**src/rtl/melody_sequencer.sv**
```systemverilog
// Autonomous 8-note tune player: a fixed note ROM drives one shared square-wave divider.
// Optional `MELODY_SEQUENCER_TRANSPOSE_EN adds octave_up, which halves the divider per note.
module melody_sequencer #(
  parameter int unsigned clock_frequency = 50000000,
  parameter int unsigned unit_cycles     = 6250000,
  parameter int unsigned gap_cycles      = 1000000
) (
  input  logic       clock,
  input  logic       reset_n,
  input  logic       start,
  input  logic       stop,
  input  logic       loop,
`ifdef MELODY_SEQUENCER_TRANSPOSE_EN
  input  logic       octave_up,
`endif
  output logic       busy,
  output logic [2:0] note_index,
  output logic       tone
);

  localparam int unsigned IDX_W  = 3;
  localparam int unsigned CNT_W  = 32;
  localparam int unsigned HALF_W = 24;
  localparam int unsigned CODE_W = 4;
  localparam int unsigned DUR_W  = 3;

  function automatic logic [HALF_W-1:0] calc_half(input int unsigned f_mul_100);
    longint unsigned ticks;
    ticks     = (64'(clock_frequency) * 64'd100) / 64'(f_mul_100);
    calc_half = HALF_W'(ticks / 64'd2);
  endfunction

  localparam logic [HALF_W-1:0] HALF_C4 = calc_half(26163);
  localparam logic [HALF_W-1:0] HALF_D4 = calc_half(29366);
  localparam logic [HALF_W-1:0] HALF_E4 = calc_half(32963);
  localparam logic [HALF_W-1:0] HALF_F4 = calc_half(34923);
  localparam logic [HALF_W-1:0] HALF_G4 = calc_half(39200);
  localparam logic [HALF_W-1:0] HALF_A4 = calc_half(44000);
  localparam logic [HALF_W-1:0] HALF_B4 = calc_half(49388);
  localparam logic [HALF_W-1:0] HALF_C5 = calc_half(52325);

  localparam logic [CNT_W-1:0] GAP_LAST = CNT_W'(gap_cycles - 1);

  function automatic logic [HALF_W-1:0] note_half(input logic [CODE_W-1:0] code);
    case (code)
      4'd1:    note_half = HALF_C4;
      4'd2:    note_half = HALF_D4;
      4'd3:    note_half = HALF_E4;
      4'd4:    note_half = HALF_F4;
      4'd5:    note_half = HALF_G4;
      4'd6:    note_half = HALF_A4;
      4'd7:    note_half = HALF_B4;
      4'd8:    note_half = HALF_C5;
      default: note_half = '0;
    endcase
  endfunction

  // Tune ROM: C4 E4 G4 C5(2) rest G4 E4 C4(4)
  function automatic logic [CODE_W-1:0] rom_code(input logic [IDX_W-1:0] idx);
    case (idx)
      3'd0:    rom_code = 4'd1;
      3'd1:    rom_code = 4'd3;
      3'd2:    rom_code = 4'd5;
      3'd3:    rom_code = 4'd8;
      3'd4:    rom_code = 4'd0;
      3'd5:    rom_code = 4'd5;
      3'd6:    rom_code = 4'd3;
      default: rom_code = 4'd1;
    endcase
  endfunction

  function automatic logic [DUR_W-1:0] rom_dur(input logic [IDX_W-1:0] idx);
    case (idx)
      3'd3:    rom_dur = 3'd2;
      3'd7:    rom_dur = 3'd4;
      default: rom_dur = 3'd1;
    endcase
  endfunction

  typedef enum logic [1:0] {S_IDLE, S_PLAY, S_GAP} state_t;

  state_t              r_state;
  logic [CNT_W-1:0]    r_cnt;
  logic [HALF_W-1:0]   r_half_cnt;
  logic [HALF_W-1:0]   r_half;
  logic                r_rest;
  logic                r_busy;
  logic [IDX_W-1:0]    r_note_index;
  logic                r_tone;

  state_t              w_state_nxt;
  logic [CNT_W-1:0]    w_cnt_nxt;
  logic [HALF_W-1:0]   w_half_cnt_nxt;
  logic [HALF_W-1:0]   w_half_nxt;
  logic                w_rest_nxt;
  logic [IDX_W-1:0]    w_idx_nxt;
  logic                w_tone_nxt;
  logic                w_load;
  logic [CODE_W-1:0]   w_entry_code;
  logic [HALF_W-1:0]   w_entry_half;
  logic [CNT_W-1:0]    w_play_len;

  assign w_play_len = CNT_W'(rom_dur(r_note_index)) * CNT_W'(unit_cycles);

  // Next-state, counters and divider; stop overrides everything
  always_comb begin
    w_state_nxt    = r_state;
    w_cnt_nxt      = r_cnt + 32'd1;
    w_half_cnt_nxt = '0;
    w_half_nxt     = r_half;
    w_rest_nxt     = r_rest;
    w_idx_nxt      = r_note_index;
    w_tone_nxt     = 1'b0;
    w_load         = 1'b0;
    w_entry_code   = '0;
    w_entry_half   = '0;

    case (r_state)
      S_IDLE: begin
        w_cnt_nxt = '0;
        if (start) begin
          w_state_nxt = S_PLAY;
          w_idx_nxt   = '0;
          w_load      = 1'b1;
        end
      end
      S_PLAY: begin
        if (r_cnt == w_play_len - 32'd1) begin
          w_state_nxt = S_GAP;
          w_cnt_nxt   = '0;
        end else if (!r_rest) begin
          if (r_half_cnt == r_half - 24'd1) begin
            w_tone_nxt = ~r_tone;
          end else begin
            w_tone_nxt     = r_tone;
            w_half_cnt_nxt = r_half_cnt + 24'd1;
          end
        end
      end
      S_GAP: begin
        if (r_cnt == GAP_LAST) begin
          w_cnt_nxt = '0;
          if ((r_note_index == 3'd7) && !loop) begin
            w_state_nxt = S_IDLE;
            w_idx_nxt   = '0;
          end else begin
            w_state_nxt = S_PLAY;
            w_idx_nxt   = r_note_index + 3'd1;
            w_load      = 1'b1;
          end
        end
      end
      default: w_state_nxt = S_IDLE;
    endcase

    // Latch pitch of the note being entered so the divider compare is a plain register
    w_entry_code = rom_code(w_idx_nxt);
`ifdef MELODY_SEQUENCER_TRANSPOSE_EN
    w_entry_half = octave_up ? (note_half(w_entry_code) >> 1) : note_half(w_entry_code);
`else
    w_entry_half = note_half(w_entry_code);
`endif
    if (w_load) begin
      w_half_nxt = w_entry_half;
      w_rest_nxt = (w_entry_code == 4'd0);
    end

    if (stop) begin
      w_state_nxt    = S_IDLE;
      w_idx_nxt      = '0;
      w_tone_nxt     = 1'b0;
      w_cnt_nxt      = '0;
      w_half_cnt_nxt = '0;
    end
  end

  always_ff @(posedge clock or negedge reset_n) begin
    if (!reset_n) begin
      r_state      <= S_IDLE;
      r_cnt        <= '0;
      r_half_cnt   <= '0;
      r_half       <= '0;
      r_rest       <= 1'b1;
      r_busy       <= 1'b0;
      r_note_index <= '0;
      r_tone       <= 1'b0;
    end else begin
      r_state      <= w_state_nxt;
      r_cnt        <= w_cnt_nxt;
      r_half_cnt   <= w_half_cnt_nxt;
      r_half       <= w_half_nxt;
      r_rest       <= w_rest_nxt;
      r_busy       <= (w_state_nxt != S_IDLE);
      r_note_index <= w_idx_nxt;
      r_tone       <= w_tone_nxt;
    end
  end

  assign busy       = r_busy;
  assign note_index = r_note_index;
  assign tone       = r_tone;

endmodule

```
**config.mk**
```make
export PLATFORM = sky130hd
export DESIGN_NAME = melody_sequencer
export DESIGN_NICKNAME = d
export VERILOG_FILES = /design/src/rtl/melody_sequencer.sv
export SDC_FILE = /design/constraint.sdc
export NUM_CORES = 1
export LEC_CHECK = 0
export ABC_AREA = 0
export BUFFER_PORTS_ARGS = -buffer_cell sky130_fd_sc_hd__buf_2
export CELL_PAD_IN_SITES_DETAIL_PLACEMENT = 0
export CELL_PAD_IN_SITES_GLOBAL_PLACEMENT = 1
export CORE_AREA = 2 2 115 106
export CTS_BUF_LIST = sky130_fd_sc_hd__clkbuf_8
export DETAILED_ROUTE_END_ITERATION = 10
export DIE_AREA = 0 0 117 108
export PLACE_DENSITY_LB_ADDON = 0.1
export SETUP_SLACK_MARGIN = 0.15
export SYNTH_ARGS = -nofsm -noshare
export SYNTH_HDL_FRONTEND = slang
export SYNTH_SLANG_ARGS = --single-unit
```
**constraint.sdc**
```tcl
create_clock -name clock -period 3.2 [get_ports clock]
set_input_delay 0.16 -clock clock [delete_from_list [all_inputs] [get_ports clock]]
set_output_delay 0.16 -clock clock [all_outputs]
set_load 0.01 [all_outputs]
```
==> results.yml, run 1 <==
final_layout:
  syn2layout_area_growth_pct: 28.8
  final_nets: 659
  final_common_cell: "dfrtp_1"
  final_cell_mix: "dfrtp_1 (76), buf_4 (74), nand2_1 (44)"
  diodes: 0
  drive_gt1_share_pct: 32.8
  fillers: 1024
  finalNonFillerCells: 796
  fin_util_pct: 58.2
placed_design:
  pre_cts_ws_ns: -0.144
  hpwlAfterDp_um: 9150
  io_buffer_count: 9
  place_inst: 765
  place_congestion: 0.875
yosys:
  synth_area_mm2: 0.00512
  netlist.area_leader.share_pct: 37.6
  ys_warn_count: 0
  synth_edf_count: 0
  synth_cells: 557
  synth.avg_cell_area_um2: 9.20
  synth.area.top_cells: "dfrtp_1 (38%), xnor2_1 (6.3%), xor2_1 (5.8%)"
  ys_ff_latch: 78
  seq_area_frac_synth_pct: 38.1
  synth_ff_type: "dfrtp_1"
  synth_top_area_cell: "dfrtp_1"
  syn-num-nets: 581
  async_flop_share_pct: 100
  ys_types: 68
drt:
  drc: 0
  dr_wl_met3_um: 712
  top_layer_used: "met4"
  vias: 4317
  antenna_left: 0
  wl_per_cell_um: 16.4
  drtIter0Drc: 262
  wirelength_um: 13100
  vias_per_cell: 5.42
  m1WireLength_um: 6270
  route.met2.wl_um: 5890
  drt_pass1_iterations: 4
die:
  fp.dieH_um: 108
  core_area_mm2: 0.0113
  dieWidth_um: 117
  io_pins: 10
  start_util_pct: 45.2
  die_area_mm2: 0.0126
  rows: 37
sta:
  setup_tns_ns: -0.452
  max_freq_mhz: 304
  setup_violations: 8
  report.final.slew_viol_count: 0
  maxSlewHeadroom_pct: 33.5
  fin_ws_ns: -0.0930
  period_needed_ns: 3.29
  hold_ws_ns: 0.0508
  rsz0062_at_grt: "true"
  clock_skew_ns: 0.00998
  period_share_pct: 103
  finalHoldViolations: 0
  tightest_slew_ns: 0.998
critical_path:
  path_common_cell: "buf_4"
  start_kind: "register"
  slowest_stage: "dfrtp_1"
  worst-setup-path-type: "register to register"
  crit_family: "simple AND/OR/NAND/NOR gates"
  path_buf_inv: 4
  worstPathCellList: "nor4_4 -> nand4bb_4 -> or3_4 -> mux2_2 -> a22o_4 -> buf_4 -> ha_2 -> nand3_4 -> a211oi_4 -> buf_4 -> buf_4 -> buf_4 -> ha_1 -> o21bai_1 -> a31oi_1"
  slowest_delay_ns: 0.41
  critPathCaptureType: "register"
  path_max_fanout: 3
  critPathRequiredTime_ns: 3.50
  cp_data_arrival_time_ns: 3.60
global_route:
  grt_pass1_wl_um: 21000
  track_usage_pct: 21.6
  antenna_found_initial: 0
  grt_max_degree: 79
  grt_remaining_overflow: 0
  grt_pass1_vias: 4136
clock_network:
  clkLatencyLatePin_ns: 0.38
  clockBufferDepth: 2
  ctsHtreeMaxLevel: 3
  cts_sinks: 78
  root_buffer: "clkbuf_8"
  tritoncts: "yes"
  cts_made_buffers: 9
  clk_pin_slew_ns: 0.08
pwr:
  leakage_nw: 2.58
  powerDensity_mw_per_mm2: 288
  max-vdd-ir-drop_mv: 0.248
run_status:
  violations: "negative setup slack"
  status: "finished with violations"
worst_hold_path:
  hold_class: "primary input to register"
job:
  max_cap_viol_count: 0
## through the flow
stage	cell area, um^2	total power, mW
3_5_place_dp	5860	1.20
4_1_cts	6150	1.89
6_report	6600	1.90
2_1_floorplan	5250	1.14
3_3_place_gp	5860	1.19
5_1_grt	6600	1.98
## worst paths after layout
| check | start | to | slack [ns] | cells after the start |
|---|---|---|---|---|
| setup / recovery | r_cnt[10] | r_half[16] | -0.09 | 15 |
| hold / removal | stop | note_index[2] | 0.05 | 2 |
| setup reg to reg | r_cnt[10] | r_half[16] | -0.09 | 15 |
| hold reg to reg | r_rest | r_rest | 0.46 | 2 |
| max in group asynchronous | reset_n | note_index[2] | 2.01 | 2 |
| min in group asynchronous | reset_n | r_cnt[4] | 0.49 | 2 |
## cells by family (layout without fill, tap and decap cells)
kind of cell               Yosys count  count (layout)  synth area share, %
xor gates and xnor gates            71              71                 12.1
buffers and inverters               40             123                 4.20
muxes                                7               7                 1.42
AOI/OAI and AO/OA                   70              70                 9.55
DFF                                 78              78                 38.1
and+or+nand+nor                    272             272                 29.8
adders and majority gates           19              19                 4.79
## cells in the mapped netlist (4+ instances only)
cell,count
a21oi_1,11
a31oi_1,6
and3_1,14
and4_1,4
buf_6,4
clkbuf_1,11
dfrtp_1,77
ha_1,18
inv_1,18
mux2i_1,5
nand2_1,45
nand3_1,27
nand4_1,17
nor2_1,75
nor2b_1,8
nor3_1,19
nor3_2,21
nor4_1,7
nor4b_1,4
o21ai_0,15
o31ai_1,6
or2_2,5
or3_1,4
xnor2_1,37
xor2_1,34
## where the power goes
part           total (mW)  leakage (nW)  switching, mW  internal [mW]
clock network       0.692         0.102          0.375          0.317
logic               0.172          1.43          0.106         0.0659
registers            1.03          1.05         0.0322           1.00
## final cells by class
class	count	area, um^2	area share, %
multi-input cells	439	3460	52.5
flip-flops and latches	78	1950	29.6
clock inverters	5	26.3	0.398
repair buffers	89	736	11.1
inverters	18	75.1	1.14
clock buffers	11	151	2.29
well taps	156	195	2.96
## state kept, by name, indices dropped and copies added, names as in the netlist
name / count
tone: 1
r_cnt: 32
r_half: 14
note_index: 3
r_rest: 1
r_half_cnt: 24
busy: 1
r_state: 2
## what timing repair did
item | 4_1_cts | 5_1_grt
hold endpoints to repair | 72 | 0
cloned | 0 | 3
buffers inserted | 8 | 3
setup endpoints to repair | 15 | 73
pin swaps | 11 | 42
resized for setup | 13 | 95
hold buffers | 1 | 0
## routing by layer
metal / vias to the layer above / global-route usage, %
li1: 2123 / -
met1: 2083 / 32.2
met2: 98 / 30.9
met3: 13 / 4.60
met4: 0 / 7.31
met5: - / 0
(Power assumes the default switching activity.)
==> run 2: changes to the inputs <==
--- a/config.mk
+++ b/config.mk
@@ -10,7 +10,7 @@
 export CELL_PAD_IN_SITES_DETAIL_PLACEMENT = 0
 export CELL_PAD_IN_SITES_GLOBAL_PLACEMENT = 1
 export CORE_AREA = 2 2 115 106
-export CTS_BUF_LIST = sky130_fd_sc_hd__clkbuf_8
+export CTS_BUF_LIST = sky130_fd_sc_hd__clkbuf_4 sky130_fd_sc_hd__clkbuf_8
 export DETAILED_ROUTE_END_ITERATION = 10
 export DIE_AREA = 0 0 117 108
 export PLACE_DENSITY_LB_ADDON = 0.1
==> run 2 against run 1 <==
The run still ends with negative setup slack left. Power is 1.1% higher. Critical path depth stayed put. Worst hold slack better by 0.0061 ns. Sequential cell count unchanged. Die area unchanged. Global-route usage about the same. First-iteration DRC count increased by 2.7%. Sequential share of layout area hardly changed. Largest cell class unchanged. Largest power group unchanged.
==> results.yml, run 2 (synthesized netlist as in run 1, its figures left out) <==
drt:
  drtIter0Drc: 269
  wl_per_cell_um: 16.4
  drt_pass1_iterations: 4
  antenna_left: 0
  drc: 0
  wirelength_um: 13100
  vias: 4303
  vias_per_cell: 5.41
placed_design:
  place_inst: 765
  io_buffer_count: 9
  placed_area_mm2: 0.00586
  pre_cts_ws_ns: -0.144
  place_congestion: 0.875
  hpwlAfterDp_um: 9150
pwr:
  leakage_nw: 2.58
  powerDensity_mw_per_mm2: 291
  max-vdd-ir-drop_mv: 0.247
clock_network:
  clkLatencyLatePin_ns: 0.38
  ctsHtreeMaxLevel: 3
  clockBufferDepth: 2
  root_buffer: "clkbuf_8"
  tritoncts: "yes"
  cts_made_buffers: 9
  cts_sinks: 78
  clk_pin_slew_ns: 0.08
final_layout:
  finalNonFillerCells: 796
  largest_register_ff_count: 32
  final_nets: 659
  regMostFlops: "r_cnt"
  final_common_cell: "dfrtp_1"
  final_cell_mix: "dfrtp_1 (76), buf_4 (74), nand2_1 (44)"
  diodes: 0
  syn2layout_area_growth_pct: 28.9
  final_cell_area_mm2: 0.00661
  drive_gt1_share_pct: 33.1
  top_regs: "r_cnt x32, r_half_cnt x24, r_half x14"
critical_path:
  reg2reg_depth: 15
  r2r-end: "r_half[16]"
  path_max_fanout: 3
  rr_startpoint: "r_cnt[10]"
  rrSetupSlack_ns: -0.09
  crit_path_end: "r_half[16]"
  critPathRequiredTime_ns: 3.50
  critPathLaunch: "r_cnt[10]"
  cp_data_arrival_time_ns: 3.59
  worst-setup-path-type: "register to register"
  start_kind: "register"
  critPathCaptureType: "register"
die:
  fp.dieH_um: 108
  dieWidth_um: 117
  io_pins: 10
  start_util_pct: 45.2
  die_area_mm2: 0.0126
  rows: 37
  core_area_mm2: 0.0113
sta:
  hold_ws_ns: 0.0569
  clock_skew_ns: 0.00936
  period_share_pct: 103
  fin_ws_ns: -0.0894
  finalHoldViolations: 0
  period_needed_ns: 3.29
  max_freq_mhz: 304
  rsz0062_at_grt: "true"
  report.final.slew_viol_count: 0
  maxSlewHeadroom_pct: 34.1
  setup_violations: 8
  tightest_slew_ns: 0.989
global_route:
  track_usage_pct: 21.6
  grt_pass1_wl_um: 21000
  antenna_found_initial: 0
  grt_remaining_overflow: 0
  grt_max_degree: 79
  grt_pass1_vias: 4136
run_status:
  violations: "negative setup slack"
  status: "finished with violations"
worst_hold_path:
  hold_class: "primary input to register"
  min_delay_path_depth: 2
job:
  max_cap_viol_count: 0
-- run 2: final cells by class --
type                    count  area [um^2]
fillers                  1024         4730
multi-input cells         439         3460
flip-flops and latches     78         1950
repair buffers             89          736
well taps                 156          195
clock buffers              13          166
inverters                  18         75.1
clock inverters             3         18.8
-- run 2: through the flow --
step,power (mW),utilization [%],setup TNS [ns]
after CTS,1.92,54.3,-0.717
after detailed placement,1.20,51.6,-0.966
after floorplan,1.14,-,-0.0626
after global routing,2.00,58.3,-2.09
final,1.92,58.3,-0.436
after global placement,1.19,51.6,-0.224
-- run 2: worst min path at each step --
stage,from,endpoint,slack [ns]
after floorplan,reset_n,busy,-0.14
after global placement,reset_n,r_cnt[5],0.38
after detailed placement,reset_n,r_cnt[3],0.40
after CTS,stop,note_index[1],0.03
after global routing,stop,note_index[2],0.05
final,stop,note_index[1],0.06
-- run 2: worst max-delay path, cell delays in order (launching register included) --
cell and delay [ns]:
dfrtp_1 0.42, nor4_4 0.33, nand4bb_4 0.16, or3_4 0.37, mux2_2 0.29, a22o_4 0.24
buf_4 0.13, ha_2 0.19, nand3_4 0.08, a211oi_4 0.08, buf_4 0.14, buf_4 0.12
buf_4 0.12, ha_1 0.19, o21bai_1 0.17, a31oi_1 0.17
-- run 2: timing repair --
item | 4_1_cts | 5_1_grt
hold buffers | 1 | 0
pin swaps | 10 | 43
cloned | 0 | 3
buffers inserted | 8 | 3
resized for setup | 13 | 95
endpoints found under the setup margin | 15 | 73
hold endpoints to repair | 72 | 0
-- run 2: per-layer routing --
metal	part of all wire [%]	global-route usage (%)	vias up
li1	-	-	2125
met1	49	32.3	2078
met2	45	30.9	86
met3	4.2	4.60	14
met4	1.5	7.31	0
met5	0	0	-
-- run 2: power by group --
| group | switching [mW] | internal (mW) |
|---|---|---|
| clock network | 0.373 | 0.341 |
| registers | 0.0322 | 1.00 |
| logic | 0.106 | 0.0659 |
| total | 0.511 | 1.41 |
